File: src/rtl/mem_stage_pkg.sv
// rtl/mem_stage_pkg.sv - shared pipeline types, memory-stage state encoding and bubble constants
package mem_stage_pkg;

    typedef logic [15:0] word_t;
    typedef logic [2:0]  reg_addr_t;

    typedef enum logic [1:0] {
        ST_IDLE   = 2'b00,
        ST_BUSY   = 2'b01,
        ST_HALTED = 2'b10
    } state_t;

    // A bubble only needs to kill the writeback controls; data fields are held.
    localparam logic BUBBLE_REG_WRITE = 1'b0;
    localparam logic BUBBLE_VAL2REG   = 1'b0;

    function automatic logic is_misaligned(input word_t addr);
        return addr[0];
    endfunction

endpackage

File: src/rtl/mem_stage_mem_wb.sv
// rtl/mem_stage_mem_wb.sv - MEM/WB pipeline register built from dff/dff_16 cells
module dff (
    input  logic clk,
    input  logic rst,
    input  logic en,
    input  logic d,
    output logic q
);
    always_ff @(posedge clk or negedge rst) begin
        if (!rst)
            q <= 1'b0;
        else if (en)
            q <= d;
    end
endmodule

module dff_16 (
    input  logic        clk,
    input  logic        rst,
    input  logic        en,
    input  logic [15:0] d,
    output logic [15:0] q
);
    always_ff @(posedge clk or negedge rst) begin
        if (!rst)
            q <= 16'h0000;
        else if (en)
            q <= d;
    end
endmodule

module mem_wb
    import mem_stage_pkg::*;
(
    input  logic      clk,
    input  logic      rst,
    input  logic      bubble,
    input  word_t     mem_data,
    input  word_t     alu_result,
    input  reg_addr_t dest,
    input  logic      val2reg,
    input  logic      reg_write,
    input  logic      halt,
    output word_t     wb_mem_data,
    output word_t     wb_alu_result,
    output reg_addr_t wb_dest,
    output logic      wb_val2reg,
    output logic      wb_reg_write,
    output logic      wb_halt
);
    logic load;
    assign load = ~bubble;

    dff_16 u_mem_data   (.clk(clk), .rst(rst), .en(load), .d(mem_data),   .q(wb_mem_data));
    dff_16 u_alu_result (.clk(clk), .rst(rst), .en(load), .d(alu_result), .q(wb_alu_result));

    for (genvar g = 0; g < 3; g++) begin : g_dest
        dff u_dest (.clk(clk), .rst(rst), .en(load), .d(dest[g]), .q(wb_dest[g]));
    end

    // Controls load every cycle so a bubble actively clears them; halt is held through bubbles.
    dff u_val2reg   (.clk(clk), .rst(rst), .en(1'b1),
                     .d(bubble ? BUBBLE_VAL2REG : val2reg),     .q(wb_val2reg));
    dff u_reg_write (.clk(clk), .rst(rst), .en(1'b1),
                     .d(bubble ? BUBBLE_REG_WRITE : reg_write), .q(wb_reg_write));
    dff u_halt      (.clk(clk), .rst(rst), .en(load), .d(halt), .q(wb_halt));
endmodule

File: src/rtl/mem_stage.sv
// rtl/mem_stage.sv - memory stage: data-memory handshake FSM, stall generation and MEM/WB register
module mem_stage
    import mem_stage_pkg::*;
#(
    parameter int unsigned TIMEOUT = 15
) (
    input  logic      clk,
    input  logic      rst,
    input  word_t     RtIn,
    input  word_t     ALUoutIn,
    input  reg_addr_t WriteRegAddrIn,
    input  logic      MemEnableIn,
    input  logic      MemWrIn,
    input  logic      HaltIn,
    input  logic      Val2RegIn,
    input  logic      RegWriteIn,
    output logic      dmem_req,
    output logic      dmem_wr,
    output word_t     dmem_addr,
    output word_t     dmem_wdata,
    input  logic      dmem_ready,
    input  word_t     dmem_rdata,
    output logic      StallOut,
    output word_t     MemDataOut,
    output word_t     ALUoutOut,
    output reg_addr_t WriteRegAddrOut,
    output logic      Val2RegOut,
    output logic      RegWriteOut,
    output logic      HaltOut,
    output logic      ErrOut
);
    localparam logic [7:0] TIMEOUT_LAST = 8'(TIMEOUT - 1);

    state_t    state, state_next;
    logic [7:0] wait_cnt;
    word_t     addr_q, wdata_q;
    logic      wr_q;
    reg_addr_t hold_dest;
    logic      hold_val2reg, hold_reg_write, hold_halt;
    logic      err_q;

    logic      capture, cnt_inc, err_set, bubble;
    word_t     wb_mem_data, wb_alu_result;
    reg_addr_t wb_dest;
    logic      wb_val2reg, wb_reg_write, wb_halt;

    // Request comes straight from the state so an asynchronous reset drops it at once.
    assign dmem_req   = (state == ST_BUSY);
    assign dmem_wr    = wr_q;
    assign dmem_addr  = addr_q;
    assign dmem_wdata = wdata_q;
    assign ErrOut     = err_q;

    always_comb begin
        state_next    = state;
        StallOut      = 1'b0;
        capture       = 1'b0;
        cnt_inc       = 1'b0;
        err_set       = 1'b0;
        bubble        = 1'b1;
        wb_mem_data   = 16'h0000;
        wb_alu_result = ALUoutIn;
        wb_dest       = WriteRegAddrIn;
        wb_val2reg    = Val2RegIn;
        wb_reg_write  = RegWriteIn;
        wb_halt       = HaltIn;
        unique case (state)
            ST_IDLE: begin
                if (!MemEnableIn) begin
                    bubble = 1'b0;
                    if (HaltIn)
                        state_next = ST_HALTED;
                end else if (is_misaligned(ALUoutIn)) begin
                    StallOut   = 1'b1;
                    err_set    = 1'b1;
                    state_next = ST_HALTED;
                end else begin
                    StallOut   = 1'b1;
                    capture    = 1'b1;
                    state_next = ST_BUSY;
                end
            end
            ST_BUSY: begin
                if (dmem_ready) begin
                    bubble        = 1'b0;
                    wb_mem_data   = wr_q ? 16'h0000 : dmem_rdata;
                    wb_alu_result = addr_q;
                    wb_dest       = hold_dest;
                    wb_val2reg    = hold_val2reg;
                    wb_reg_write  = hold_reg_write;
                    wb_halt       = hold_halt;
                    state_next    = hold_halt ? ST_HALTED : ST_IDLE;
                end else begin
                    StallOut = 1'b1;
                    cnt_inc  = 1'b1;
                    if (wait_cnt == TIMEOUT_LAST) begin
                        err_set    = 1'b1;
                        state_next = ST_HALTED;
                    end
                end
            end
            ST_HALTED: StallOut = 1'b1;
            default:   state_next = ST_IDLE;
        endcase
    end

    always_ff @(posedge clk or negedge rst) begin
        if (!rst) begin
            state          <= ST_IDLE;
            wait_cnt       <= 8'd0;
            addr_q         <= 16'h0000;
            wdata_q        <= 16'h0000;
            wr_q           <= 1'b0;
            hold_dest      <= 3'd0;
            hold_val2reg   <= 1'b0;
            hold_reg_write <= 1'b0;
            hold_halt      <= 1'b0;
            err_q          <= 1'b0;
        end else begin
            state <= state_next;
            if (capture) begin
                addr_q         <= ALUoutIn;
                wdata_q        <= RtIn;
                wr_q           <= MemWrIn;
                hold_dest      <= WriteRegAddrIn;
                hold_val2reg   <= Val2RegIn;
                hold_reg_write <= RegWriteIn;
                hold_halt      <= HaltIn;
                wait_cnt       <= 8'd0;
            end else if (cnt_inc) begin
                wait_cnt <= wait_cnt + 8'd1;
            end
            if (err_set)
                err_q <= 1'b1;
        end
    end

    mem_wb u_mem_wb (
        .clk           (clk),
        .rst           (rst),
        .bubble        (bubble),
        .mem_data      (wb_mem_data),
        .alu_result    (wb_alu_result),
        .dest          (wb_dest),
        .val2reg       (wb_val2reg),
        .reg_write     (wb_reg_write),
        .halt          (wb_halt),
        .wb_mem_data   (MemDataOut),
        .wb_alu_result (ALUoutOut),
        .wb_dest       (WriteRegAddrOut),
        .wb_val2reg    (Val2RegOut),
        .wb_reg_write  (RegWriteOut),
        .wb_halt       (HaltOut)
    );
endmodule
File: config.mk
export PLATFORM = sky130hd
export DESIGN_NAME = mem_stage
export DESIGN_NICKNAME = d
export VERILOG_FILES = /design/src/rtl/mem_stage_pkg.sv /design/src/rtl/mem_stage_mem_wb.sv /design/src/rtl/mem_stage.sv
export SDC_FILE = /design/constraint.sdc
export NUM_CORES = 1
export LEC_CHECK = 0
export CAP_MARGIN = 20
export CORE_UTILIZATION = 45
export DETAILED_ROUTE_END_ITERATION = 8
export GPL_ROUTABILITY_DRIVEN = 0
export PLACE_DENSITY = 0.81
export SLEW_MARGIN = 20
export SYNTH_ARGS = -nofsm -noshare
export SYNTH_HDL_FRONTEND = slang
export SYNTH_SLANG_ARGS = --single-unit
File: constraint.sdc
create_clock -name clk -period 2.2 [get_ports clk]
set_input_delay 0.55 -clock clk [delete_from_list [all_inputs] [get_ports clk]]
set_output_delay 0.55 -clock clk [all_outputs]
set_load 0.02 [all_outputs]
==> flow_summary.ini <==
[floorplan]
die-area_mm2 = 0.00859
die-height_um = 92.7
io-pin-count = 133
die_width_um = 92.7
number_of_rows_in_the_core_area = 32
start_util = 0.472
fp.coreArea_mm2 = 0.00785

[setup_path]
timing_worst_setup_path_type = in -> out
largest_stage_delay_on_the_critical_path_ns = 0.48
cp_slowest_cell = sky130_fd_sc_hd__clkdlybuf4s50_1
crit_path_max_fanout = 2
worst_setup_path_start_kind = input pin
crit_family = buffers and inverters
crit-reg2reg-capture = dmem_addr[15]
data_arrival_time_of_the_worst_path_ns = 1.57
timing.critical_path.to_type = primary output
ff2ff_setup_slack_ns = 0.30
worst-endpoint-required_ns = 1.65
path_cells = clkdlybuf4s50_1 -> nor2b_1 -> nor3_2 -> a21oi_2 -> buf_4
critical_path_buf_inv_count = 2
r2r-start = state[0]
reg2reg_depth = 6

[global_routing]
gr-total-overflow = 0
grt_antenna_before_repair = 0
grt_util_overall = 0.203
grt_max_degree = 48
grt_pass1_vias = 2791
grt_pass1_wl_mm = 13.5

[run_status]
run_status = finished clean

[sta]
final_period_minus_worst_setup_slack_ns = 2.12
post-route-period-util = 0.962
finalWorstSetupSlack_ns = 0.0836
hold-worst-slack_ns = 0.0504
slew_violations = 0
clock-skew-final_ns = 0.00889
fmax_mhz = 472
slew-limit-headroom = 0.540
tightestPinTransition_ns = 0.690
timing.final.setup_violations = 0
grt_setup_unrepaired = no
final-hold-violation-count = 0

[drt]
routed-via-count = 2638
drt_pre_antenna_iters = 4
drt_iter0_markers = 106
post_route_drc_violation_count = 0
routed_wire_length_per_instance_um = 16.4
route.antenna.remaining_nets = 0
routed_wirelength_mm = 8.33
vias_per_std_cell = 5.18

[cts]
numCtsBuffers = 9
post_cts_hold_buffers = 0
clock-root-buffer = sky130_fd_sc_hd__clkbuf_8
h-tree-depth = 3
tritoncts = built
clkTransAtPathRegs_ns = 0.10
postCtsSetupBuffers = 0
clk_path_buf_depth = 2
clkSinkCount = 88
clock_insertion_delay_worst_skew_ns = 0.35

[yosys]
synth_seq_cells = 88
yosys.cell_types.count = 31
synthCells = 259
syn_avg_cell_area_um2 = 14.3
synth_nets = 320
synth.cell_area_mm2 = 0.00370
synth_sequential_area_ratio = 0.595
synth.yosys.warnings = 0

[layout]
fill_cells = 582
insertedDiodeCount = 0
postLayoutCellArea_mm2 = 0.00548
drive_gt1_frac = 0.290
finish.net_count = 463
area_growth_pct = 47.9

[flow_run]
timing.max_cap.violations = 0

[power_and_ir_drop]
irDropWorstVdd_mv = 0.885
powerDensity_mw_per_mm2 = 1250
power_leakage_nw = 2.32

[place]
numPortBuffers = 132
dp.final_hpwl_mm = 5.96
dp_worst_setup_slack_ns = -0.503
dpl_cell_area_mm2 = 0.00522

[min_path]
hp-class = in -> async
==> cell usage after synthesis <==
| library cell | n | area share |
|---|---|---|
| sky130_fd_sc_hd__dfrtp_1 | 88 | 0.59 |
| sky130_fd_sc_hd__mux2_2 | 78 | 0.24 |
| sky130_fd_sc_hd__a22o_1 | 17 | 0.040 |
| sky130_fd_sc_hd__buf_2 | 12 | 0.016 |
| sky130_fd_sc_hd__a21oi_1 | 8 | 0.011 |
| sky130_fd_sc_hd__nor2_1 | 5 | 0.0051 |
| sky130_fd_sc_hd__nor2b_1 | 5 | 0.0084 |
| sky130_fd_sc_hd__buf_4 | 4 | 0.0081 |
| sky130_fd_sc_hd__or3_1 | 4 | 0.0068 |
| sky130_fd_sc_hd__inv_1 | 3 | 0.0030 |
| sky130_fd_sc_hd__mux2i_1 | 3 | 0.0081 |
| sky130_fd_sc_hd__nand2_1 | 3 | 0.0030 |
| sky130_fd_sc_hd__nand3_1 | 3 | 0.0041 |
| sky130_fd_sc_hd__o21ai_0 | 3 | 0.0041 |
| sky130_fd_sc_hd__o31ai_1 | 3 | 0.0061 |
| sky130_fd_sc_hd__or4_1 | 3 | 0.0061 |
| sky130_fd_sc_hd__ha_1 | 2 | 0.0068 |
| sky130_fd_sc_hd__nand2b_1 | 2 | 0.0034 |
| sky130_fd_sc_hd__a221o_1 | 1 | 0.0027 |
| sky130_fd_sc_hd__a221oi_1 | 1 | 0.0024 |
| sky130_fd_sc_hd__clkbuf_1 | 1 | 0.0010 |
| sky130_fd_sc_hd__nand3b_1 | 1 | 0.0020 |
| sky130_fd_sc_hd__nand4_1 | 1 | 0.0017 |
| sky130_fd_sc_hd__nand4b_1 | 1 | 0.0024 |
| sky130_fd_sc_hd__nor3_1 | 1 | 0.0014 |
| sky130_fd_sc_hd__nor3b_1 | 1 | 0.0020 |
| sky130_fd_sc_hd__nor3b_2 | 1 | 0.0034 |
| sky130_fd_sc_hd__nor4_1 | 1 | 0.0017 |
| sky130_fd_sc_hd__o41ai_1 | 1 | 0.0024 |
| sky130_fd_sc_hd__or3b_1 | 1 | 0.0024 |
| sky130_fd_sc_hd__xnor2_1 | 1 | 0.0024 |
==> worst max path at each step <==
stage | start | endpoint | slack, ns | depth (start not counted)
after floorplan | dmem_ready | StallOut | 0.14 | 3
after global placement | dmem_ready | StallOut | -0.47 | 4
after detailed placement | dmem_ready | StallOut | -0.50 | 4
after CTS | state[1] | dmem_req | 0.009 | 3
after global routing | MemEnableIn | StallOut | 0.03 | 5
final | MemEnableIn | StallOut | 0.08 | 5
==> state kept, by name, summed over array words and instances, names as in the netlist <==
signal / count
hold_val2reg: 1
dmem_wr: 1
u_mem_wb.u_alu_result.q: 16
dmem_wdata: 16
ErrOut: 1
state: 2
hold_halt: 1
hold_dest: 3
u_mem_wb.u_halt.q: 1
u_mem_wb.u_val2reg.q: 1
u_mem_wb.u_reg_write.q: 1
u_mem_wb.g_dest.u_dest.q: 3
hold_reg_write: 1
dmem_addr: 16
u_mem_wb.u_mem_data.q: 16
wait_cnt: 8
==> kinds of logic after synthesis <==
| family | count (synthesis) | share of synthesized area |
|---|---|---|
| AOI/OAI and AO/OA | 34 | 0.0686 |
| xor gates and xnor gates | 1 | 0.00237 |
| adders and majority gates | 2 | 0.00676 |
| buffers and inverters | 20 | 0.0284 |
| DFF | 88 | 0.595 |
| muxes | 81 | 0.245 |
| and+or+nand+nor | 33 | 0.0537 |
==> per-stage QoR <==
step	power, mW	setup TNS [ns]	util	instances
floorplan	4.08	0	-	259
global placement	5.47	-9.18	0.665	493
detailed placement	5.55	-13.96	0.665	493
CTS	6.93	0	0.697	509
global route	7.21	0	0.698	509
finish	6.86	0	0.698	509
==> layout by cell type (no fill, tap or decap), types with 4 or more instances in the layout <==
cell type and count:
sky130_fd_sc_hd__or3_1 4, sky130_fd_sc_hd__dfrtp_1 88, sky130_fd_sc_hd__clkbuf_8 9, sky130_fd_sc_hd__buf_4 17
sky130_fd_sc_hd__mux2_2 78, sky130_fd_sc_hd__a21oi_1 7, sky130_fd_sc_hd__clkdlybuf4s50_1 128, sky130_fd_sc_hd__a22o_1 17
sky130_fd_sc_hd__nor2_1 4, sky130_fd_sc_hd__nor2b_1 5
==> layer usage <==
layer,up-vias,part of all wire,GRT usage
met3,5,0.072,0.0649
met1,1321,0.42,0.258
met5,-,0,0
met4,0,0.0067,0.0513
li1,1222,-,-
met2,90,0.50,0.338
==> where the power goes <==
part	leakage, nW	internal, mW	switching [mW]
registers	1.10	2.22	0.347
logic	1.10	1.60	1.33
clock network	0.122	0.768	0.584
total	2.32	4.59	2.26
==> what timing repair did <==
item	CTS	global route
hold endpoints to repair	0	0
endpoints found under the setup margin	1	1
pin swaps	1	0
resized for setup	8	1
==> area by class of cell <==
| class | count | area (µm²) | share of cell area |
|---|---|---|---|
| Sequential cell | 88 | 2200 | 0.402 |
| Timing Repair Buffer | 149 | 1470 | 0.268 |
| Multi-Input combinational cell | 151 | 1420 | 0.258 |
| Tap cell | 102 | 128 | 0.0233 |
| Clock inverter | 7 | 126 | 0.0231 |
| Clock buffer | 9 | 124 | 0.0226 |
| Inverter | 3 | 11.3 | 0.00206 |
Power figures use the tool's default switching activity.
